### config.mk
export PLATFORM = sky130hd
export DESIGN_NAME = axi_lite_reg_master
export DESIGN_NICKNAME = d
export VERILOG_FILES = /design/src/rtl/axi_lite_reg_master.sv
export SDC_FILE = /design/constraint.sdc
export NUM_CORES = 1
export LEC_CHECK = 0
export ABC_AREA = 1
export ABC_CLOCK_PERIOD_IN_PS = 3400
export BUFFER_PORTS_ARGS = -buffer_cell sky130_fd_sc_hd__clkbuf_2
export CORE_UTILIZATION = 49
export DETAILED_ROUTE_END_ITERATION = 8
export PLACE_DENSITY = 0.79
export SYNTH_ARGS = -nofsm -noshare
export SYNTH_HDL_FRONTEND = slang
export SYNTH_SLANG_ARGS = --single-unit
### constraint.sdc
create_clock -name clk -period 3.4 [get_ports clk]
set_input_delay 0.51 -clock clk [delete_from_list [all_inputs] [get_ports clk]]
set_output_delay 0.51 -clock clk [all_outputs]
set_load 0.1 [all_outputs]
### src/rtl/axi_lite_reg_master.sv
// rtl/axi_lite_reg_master.sv - AXI4-Lite initiator for single-outstanding register requests
//
// Purpose: turns one register request at a time into an AXI4-Lite read or
// write, returns the slave response, and reports a hung slave after a
// programmable number of cycles while still finishing the AXI handshake.
//
// Ports:
//   clk, resetn            clock, asynchronous active-low reset
//   req_*                  request channel (valid/ready, rnw, addr, wdata, wstrb)
//   rsp_*                  response channel (valid/ready, rdata, resp, timeout)
//   M_AXI_AW*/W*/B*        AXI4-Lite write address, write data, write response
//   M_AXI_AR*/R*           AXI4-Lite read address, read data
module axi_lite_reg_master #(
  parameter int unsigned                   C_M_AXI_DATA_WIDTH = 32,
  parameter int unsigned                   C_M_AXI_ADDR_WIDTH = 32,
  parameter logic [C_M_AXI_ADDR_WIDTH-1:0] C_BASE_ADDRESS     = '0,
  parameter int unsigned                   C_TIMEOUT          = 1024
) (
  input  logic                            clk,
  input  logic                            resetn,
  input  logic                            req_valid,
  output logic                            req_ready,
  input  logic                            req_rnw,
  input  logic [C_M_AXI_ADDR_WIDTH-1:0]   req_addr,
  input  logic [C_M_AXI_DATA_WIDTH-1:0]   req_wdata,
  input  logic [C_M_AXI_DATA_WIDTH/8-1:0] req_wstrb,
  output logic                            rsp_valid,
  input  logic                            rsp_ready,
  output logic [C_M_AXI_DATA_WIDTH-1:0]   rsp_rdata,
  output logic [1:0]                      rsp_resp,
  output logic                            rsp_timeout,
  output logic [C_M_AXI_ADDR_WIDTH-1:0]   M_AXI_AWADDR,
  output logic [2:0]                      M_AXI_AWPROT,
  output logic                            M_AXI_AWVALID,
  input  logic                            M_AXI_AWREADY,
  output logic [C_M_AXI_DATA_WIDTH-1:0]   M_AXI_WDATA,
  output logic [C_M_AXI_DATA_WIDTH/8-1:0] M_AXI_WSTRB,
  output logic                            M_AXI_WVALID,
  input  logic                            M_AXI_WREADY,
  input  logic [1:0]                      M_AXI_BRESP,
  input  logic                            M_AXI_BVALID,
  output logic                            M_AXI_BREADY,
  output logic [C_M_AXI_ADDR_WIDTH-1:0]   M_AXI_ARADDR,
  output logic [2:0]                      M_AXI_ARPROT,
  output logic                            M_AXI_ARVALID,
  input  logic                            M_AXI_ARREADY,
  input  logic [C_M_AXI_DATA_WIDTH-1:0]   M_AXI_RDATA,
  input  logic [1:0]                      M_AXI_RRESP,
  input  logic                            M_AXI_RVALID,
  output logic                            M_AXI_RREADY
);

  typedef enum logic [2:0] {S_IDLE, S_WR, S_WR_B, S_RD_A, S_RD_R, S_RSP, S_DRAIN} state_t;

  state_t                            state, state_n;
  logic                              rnw_q, rnw_n;
  logic [C_M_AXI_ADDR_WIDTH-1:0]     addr_q, addr_n;
  logic [C_M_AXI_DATA_WIDTH-1:0]     wdata_q, wdata_n;
  logic [C_M_AXI_DATA_WIDTH/8-1:0]   wstrb_q, wstrb_n;
  logic                              awvalid_n, wvalid_n, bready_n, arvalid_n, rready_n;
  // busy: an AXI transaction is issued and its B/R beat has not been taken yet
  logic                              busy_q, busy_n;
  logic [31:0]                       cnt_q, cnt_n;
  logic                              rsp_valid_n, rsp_timeout_n;
  logic [C_M_AXI_DATA_WIDTH-1:0]     rsp_rdata_n;
  logic [1:0]                        rsp_resp_n;

  logic aw_hs, w_hs, b_hs, ar_hs, r_hs, timeout_hit;

  assign aw_hs = M_AXI_AWVALID & M_AXI_AWREADY;
  assign w_hs  = M_AXI_WVALID  & M_AXI_WREADY;
  assign b_hs  = M_AXI_BVALID  & M_AXI_BREADY;
  assign ar_hs = M_AXI_ARVALID & M_AXI_ARREADY;
  assign r_hs  = M_AXI_RVALID  & M_AXI_RREADY;

  // Fires one cycle early so rsp_valid is registered exactly when the count reaches C_TIMEOUT.
  assign timeout_hit = (C_TIMEOUT != 32'd0) && ((cnt_q + 32'd1) == C_TIMEOUT);

  assign req_ready    = (state == S_IDLE);
  assign M_AXI_AWADDR = addr_q;
  assign M_AXI_ARADDR = addr_q;
  assign M_AXI_WDATA  = wdata_q;
  assign M_AXI_WSTRB  = wstrb_q;
  assign M_AXI_AWPROT = 3'b000;
  assign M_AXI_ARPROT = 3'b000;

  always_comb begin
    state_n       = state;
    rnw_n         = rnw_q;
    addr_n        = addr_q;
    wdata_n       = wdata_q;
    wstrb_n       = wstrb_q;
    awvalid_n     = M_AXI_AWVALID;
    wvalid_n      = M_AXI_WVALID;
    bready_n      = M_AXI_BREADY;
    arvalid_n     = M_AXI_ARVALID;
    rready_n      = M_AXI_RREADY;
    busy_n        = busy_q;
    cnt_n         = cnt_q;
    rsp_valid_n   = rsp_valid;
    rsp_timeout_n = rsp_timeout;
    rsp_rdata_n   = rsp_rdata;
    rsp_resp_n    = rsp_resp;

    // Channel sequencing runs in every state so DRAIN finishes the transaction
    // exactly like the normal path would.
    if (aw_hs) awvalid_n = 1'b0;
    if (w_hs)  wvalid_n  = 1'b0;
    if (!rnw_q && busy_q && !M_AXI_BREADY && !awvalid_n && !wvalid_n) bready_n = 1'b1;
    if (b_hs) begin
      bready_n = 1'b0;
      busy_n   = 1'b0;
    end
    if (ar_hs) begin
      arvalid_n = 1'b0;
      rready_n  = 1'b1;
    end
    if (r_hs) begin
      rready_n = 1'b0;
      busy_n   = 1'b0;
    end

    case (state)
      S_IDLE: begin
        if (req_valid) begin
          rnw_n   = req_rnw;
          addr_n  = C_BASE_ADDRESS ^ req_addr;
          wdata_n = req_wdata;
          wstrb_n = req_wstrb;
          cnt_n   = 32'd0;
          busy_n  = 1'b1;
          if (req_rnw) begin
            arvalid_n = 1'b1;
            state_n   = S_RD_A;
          end else begin
            awvalid_n = 1'b1;
            wvalid_n  = 1'b1;
            state_n   = S_WR;
          end
        end
      end
      S_WR, S_WR_B, S_RD_A, S_RD_R: begin
        cnt_n = cnt_q + 32'd1;
        // Completion wins over a timeout landing on the same cycle.
        if (b_hs || r_hs) begin
          rsp_valid_n   = 1'b1;
          rsp_timeout_n = 1'b0;
          rsp_rdata_n   = r_hs ? M_AXI_RDATA : '0;
          rsp_resp_n    = r_hs ? M_AXI_RRESP : M_AXI_BRESP;
          state_n       = S_RSP;
        end else if (timeout_hit) begin
          rsp_valid_n   = 1'b1;
          rsp_timeout_n = 1'b1;
          rsp_rdata_n   = 32'hDEAD_BEEF;
          rsp_resp_n    = 2'b10;
          state_n       = S_DRAIN;
        end else if (state == S_WR && bready_n) begin
          state_n = S_WR_B;
        end else if (state == S_RD_A && ar_hs) begin
          state_n = S_RD_R;
        end
      end
      S_RSP: begin
        if (rsp_ready) begin
          rsp_valid_n = 1'b0;
          state_n     = S_IDLE;
        end
      end
      S_DRAIN: begin
        // Late B/R beats are discarded; leave only once both the bus and the
        // timeout response are finished.
        if (rsp_ready) rsp_valid_n = 1'b0;
        if (!busy_n && !rsp_valid_n) state_n = S_IDLE;
      end
      default: state_n = S_IDLE;
    endcase
  end

  always_ff @(posedge clk or negedge resetn) begin
    if (!resetn) begin
      state         <= S_IDLE;
      rnw_q         <= 1'b0;
      addr_q        <= '0;
      wdata_q       <= '0;
      wstrb_q       <= '0;
      M_AXI_AWVALID <= 1'b0;
      M_AXI_WVALID  <= 1'b0;
      M_AXI_BREADY  <= 1'b0;
      M_AXI_ARVALID <= 1'b0;
      M_AXI_RREADY  <= 1'b0;
      busy_q        <= 1'b0;
      cnt_q         <= 32'd0;
      rsp_valid     <= 1'b0;
      rsp_timeout   <= 1'b0;
      rsp_rdata     <= '0;
      rsp_resp      <= 2'b00;
    end else begin
      state         <= state_n;
      rnw_q         <= rnw_n;
      addr_q        <= addr_n;
      wdata_q       <= wdata_n;
      wstrb_q       <= wstrb_n;
      M_AXI_AWVALID <= awvalid_n;
      M_AXI_WVALID  <= wvalid_n;
      M_AXI_BREADY  <= bready_n;
      M_AXI_ARVALID <= arvalid_n;
      M_AXI_RREADY  <= rready_n;
      busy_q        <= busy_n;
      cnt_q         <= cnt_n;
      rsp_valid     <= rsp_valid_n;
      rsp_timeout   <= rsp_timeout_n;
      rsp_rdata     <= rsp_rdata_n;
      rsp_resp      <= rsp_resp_n;
    end
  end

endmodule

**Yosys cells after proc, flatten, opt, wreduce, memory -nomap -nowiden**

Index checks and enable logic that the tools add are counted.

- Input bits: 114
- Flip-flop bits (word level): 146
- Word-level logic and storage cells: 102

- Reductions and logical operators: 25
- Muxes and demuxes: 43
- Equality and inequality tests: 12
- Bitwise logic cells: 5
- Add/subtract/negate cells: 1

Operator list:

| cell | number |
|---|---|
| $mux 32 | 4 |
| $pmux 32 s2 | 1 |
| $add 32x1->32 const B | 1 |
| $eq 32x11->1 const B | 1 |
| $mux 1 | 25 |
| $mux 3 | 7 |
| $pmux 3 s4 | 1 |
| $eq 3x3->1 const B | 3 |
| $mux 2 | 4 |
| $reduce_and 2->1 | 4 |
| $logic_and 1x1->1 | 7 |
| $eq 3x2->1 const B | 2 |
| $logic_not 1->1 | 6 |
| $ne 2x2->1 const B | 3 |
| $reduce_bool 2->1 | 3 |
| $and 1x1->1 | 5 |
| $ne 5x5->1 const B | 1 |
| $reduce_and 4->1 | 1 |
| $reduce_or 4->1 | 1 |
| $eq 3x1->1 const B | 1 |
| $logic_not 3->1 | 1 |
| $ne 3x3->1 const B | 1 |
| $pmux 1 s3 | 1 |
| $reduce_bool 3->1 | 1 |
| $logic_or 1x1->1 | 1 |

**Longest topological paths before layout**

- Word-level depth: 12
- Mapped depth: 19

**Worst setup path after synthesis**

OpenSTA, ideal clock, no wires.

- Kind: reg-to-reg
- Start point: register state[0]
- End point: register state[1]
- Cell stages (with the launch flop): 12
- Setup time: 116 ps
- Required time: 3284 ps
- Clock period less this slack: 2394 ps
- Slack: 1006 ps
- Arrival time: 2277 ps
- Path through: dfrtp_1 > nor2_1 > nand2_1 > inv_1 > nor2_1 > inv_1 > nor2_1 > o211ai_1 > o21bai_1 > nand2_1 > nand2_1 > nand2_1

- Elaborated cells on any way between the ends: 19

RTL lines:

| element | RTL line | RTL |
|---|---|---|
| from (decl) | 55 | `state_t state, state_n;` |
| from (signal assigned) | 198 | `state <= state_n;` |
| $logic_not 3->1 * | n/a |  |
| named net req_ready | 22 | `output logic req_ready,` |
| $ne 2x2->1 (no line) | n/a |  |
| $reduce_and 4->1 (no line) | n/a |  |

Mark *: on every way through the listed nets, which the timed path passes. The rest lies on a longest branch.
A chain may end at the register's enable or synchronous reset.

**Final worst setup path**

- Start point: register cnt_q[0]
- End point: register rsp_valid

- Cells in the longest elaborated chain, start to end: 4

Ends and longest elaborated chain:

| element | RTL line | RTL |
|---|---|---|
| from (decl) | 63 | `logic [31:0] cnt_q, cnt_n;` |
| from (signal assigned) | 209 | `cnt_q <= cnt_n;` |
| $add 32x1->32 | 77 | `assign timeout_hit = (C_TIMEOUT != 32'd0) && ((cnt_q + 32'd1) == C_TIMEOUT);` |
| $eq 32x11->1 | 77 |  |
| $ne 3x3->1 (no line) | n/a |  |
| $reduce_and 2->1 (no line) | n/a |  |
| to (signal assigned) | 210 | `rsp_valid <= rsp_valid_n;` |
| to (decl) | 27 | `output logic rsp_valid,` |

Every way passes these cells.

==> metrics.md <==
| Metric | Value |
|---|---|
| Status | `completed` |
| Setup bufs post-CTS | `0` |
| Num rows | `44` |
| Seq/Total Area, Yosys | `0.4873` |
| Congestion Overflow GR | `0` |
| Slew margin rel. | `0.4293` |
| H-tree depth | `4` |
| DRT iter0 DRCs | `approximately 420` |
| CTS tree | `done` |
| Seq cells post-synth | `about 150` |
| Setup TNS | `0 ns` |
| Vias per cell | `5.057` |
| Sink Count | `around 150` |
| Number of global-route vias before repair | `between 6k and 7k` |
| Via count | `about 6.6k` |
| Max Slew Vio Count | `0` |
| Initial antenna violation count | `0` |
| Finished Layout Cells | `between 1k and 1.5k` |
| Final hold vios | `0` |
| HP Class | `in2async` |
| Fraction of layout cells with a size suffix above 1 | `0.3514` |
| Die ar. | `15800 um^2` |
| Routed Antenna Nets | `0` |
| Post-synthesis cell type count | `34` |
| Global-route wire length before repair | `between 30 and 40 mm` |
| Post-CTS Hold Buffers | `0` |
| DPL Wire Length | `approximately 15 mm` |
| Number of buffers created by CTS | `17` |
| Max-cap violation count | `0` |
| Die Wd | `approximately 130 um` |
| Placed Cells | `1276` |
| Num ports | `approximately 260` |
| Post-Route WL | `between 15 and 20 mm` |
| Syn Area/Cell | `about 8.4 um^2` |
| Crit path DAT | `approximately 3.1 ns` |
| Clock Tree Buf Depth | `2` |
| Area of the mapped netlist | `roughly 7500 um^2` |
| Crit path capture type | `flop` |
| Min Tclk post-route | `approximately 2.8 ns` |
| Worst-path clk slew | `around 0.060 ns` |
| RePlAce Congestion | `0.8985` |
| Ant. Diodes | `0` |
| Syn-to-layout area delta | `23.65%` |
| Kind of critical path | `reg2reg` |
| Worst-Skew Late Latency | `roughly 0.42 ns` |
| Drt pass-1 iters | `7` |
| Pin count of the biggest net entering global routing | `85` |
| Yosys warns | `0` |
| Crit path max fanout | `between 40 and 50` |
| Worst setup SP type | `flop` |
| Height of the die | `~130 um` |
| Post-CTS resize count | `0` |
| Fin crit share | `0.8285` |
| Total core area | `14750 um^2` |
| Final setup viols | `0` |
| Worst slew pin tran | `0.8509 ns` |
| Buffers on Ports | `around 260` |
| Unrepaired setup endpoints after global routing | `false` |
| Post-Syn Instances | `between 800 and 900` |
| F_max | `between 0.3 and 0.4 GHz` |
| # DRC | `0` |
| GRT Total Usage | `0.2582` |
| Routed wire per std cell | `15.05 um` |
| Final nets | `1226` |
| Final hold slack | `around 0.15 ns` |
| Clk root buf | `clkbuf_16` |
| Data required time of the worst path | `around 3.7 ns` |
| Worst clock skew | `~0.012 ns` |
| Starting Density | `0.5081` |
## cells by family (layout without fill, tap and decap cells)
family	after synthesis	count (layout)	synth area share
XOR/XNOR	4	4	0.004672
multiplexers	68	68	0.1021
other	1	6	0.0005002
flip-flops	146	146	0.4873
AO/OA/AOI/OAI	59	59	0.04356
adder cells (fa/ha/maj)	1	1	0.001669
buffers and inverters	130	360	0.08778
AND/OR/NAND/NOR	480	480	0.2724
## final timing paths
kind                                from  slack [ns]                to  depth (start not counted)
max                             cnt_q[0]        0.58         rsp_valid                         16
min                               resetn        0.15      M_AXI_WVALID                          1
max reg2reg                     cnt_q[0]        0.58         rsp_valid                         16
min reg2reg                 rsp_rdata[5]        0.48      rsp_rdata[5]                          2
max in group asynchronous         resetn        2.45  M_AXI_ARADDR[31]                          2
min in group clk           M_AXI_ARREADY        0.31     M_AXI_ARVALID                          2
## routing by layer
metal,track usage,vias to the layer above,share of wire,wire (um)
met5,0,-,0,0
met4,0.09182,0,0.022,433
met3,0.07434,31,0.074,1455
met2,0.4209,252,0.48,9392
met1,0.3285,3108,0.43,8406
li1,-,3224,-,-
## state kept, by name (all words and copies together) (netlist names)
signal,count
M_AXI_ARADDR,32
M_AXI_ARVALID,1
M_AXI_AWVALID,1
M_AXI_BREADY,1
M_AXI_RREADY,1
M_AXI_WDATA,32
M_AXI_WSTRB,4
M_AXI_WVALID,1
busy_q,1
cnt_q,32
rnw_q,1
rsp_rdata,32
rsp_resp,2
rsp_timeout,1
rsp_valid,1
state,3
## cell usage in the layout (no fill, tap or decap), drive strengths merged
cell type,Yosys,routed
a21oi,2,2
a22o,1,1
and2,1,1
buf,46,9
bufinv,0,1
clkbuf,19,273
clkinv,3,8
clkinvlp,0,2
conb,1,6
dfrtp,146,146
ha,1,1
inv,62,67
mux2,68,68
nand2,335,335
nand3,59,59
nand4,2,2
nor2,81,81
nor3,1,1
nor3b,1,1
o211ai,1,1
o21a,1,1
o21ai,38,38
o21bai,2,2
o22ai,14,14
xor2,4,4
## worst max-delay path, stage by stage, from the launching register on
cell and delay (ns):
dfrtp_1 0.40, ha_1 0.23, nand2_2 0.10, nor2_4 0.18
nand2_2 0.09, nor2_4 0.18, nand2_1 0.07, nand2_1 0.08
nand2_1 0.05, nor2_1 0.08, nand2_1 0.06, nor2_1 0.15
nand3_2 0.13, nand2_4 0.26, nand2_4 0.38, nand3_1 0.19
nand2_1 0.06
## metrics by stage
stage	setup WS, ns	instance area (um^2)	util
after floorplan	1.006	7516	-
after global placement	0.6895	8710	0.5903
after detailed placement	0.6162	8710	0.5903
after CTS	0.5926	9270	0.6283
after global routing	0.2715	9270	0.6283
final	0.5830	9270	0.6283
## synth_stat cells
| library cell | n | area [um^2] |
|---|---|---|
| nand3_2 | 1 | 10.01 |
| inv_1 | 61 | 229.0 |
| o22ai_1 | 14 | 87.58 |
| nor3b_1 | 1 | 7.510 |
| nand4_1 | 2 | 12.51 |
| conb_1 | 1 | 3.750 |
| o211ai_1 | 1 | 7.510 |
| nand2_2 | 16 | 100.1 |
| nor2_4 | 8 | 90.09 |
| dfrtp_1 | 146 | 3654 |
| o21ai_0 | 28 | 140.1 |
| clkinv_1 | 3 | 11.26 |
| buf_1 | 1 | 3.750 |
| xor2_1 | 4 | 35.03 |
| clkbuf_1 | 19 | 71.32 |
| nand2_1 | 315 | 1182 |
| a21oi_1 | 2 | 10.01 |
| a22o_1 | 1 | 8.760 |
| nor2_1 | 71 | 266.5 |
| inv_2 | 1 | 3.750 |
| o21bai_1 | 2 | 15.01 |
| ha_1 | 1 | 12.51 |
| nor2_2 | 1 | 6.260 |
| mux2_2 | 68 | 765.7 |
| buf_2 | 4 | 20.02 |
| buf_6 | 3 | 33.78 |
| nand2_4 | 4 | 45.04 |
| nand3_1 | 58 | 290.3 |
| o21ai_1 | 10 | 50.05 |
| nor3_1 | 1 | 5.000 |
| o21a_1 | 1 | 7.510 |
| and2_1 | 1 | 6.260 |
| buf_4 | 38 | 285.3 |
| nor2_8 | 1 | 20.02 |
## area by class of cell
cell class,count,area [um^2]
Clock inverter,13,127.6
Clock buffer,19,432.9
Multi-Input combinational cell,618,3214
Timing Repair Buffer,263,1368
Fill cell,1274,5484
Inverter,65,244.0
Tap cell,184,230.2
Sequential cell,146,3654
Power is not shown: default switching activity piles up to over one toggle a cycle in this logic, so the estimate is an artifact.
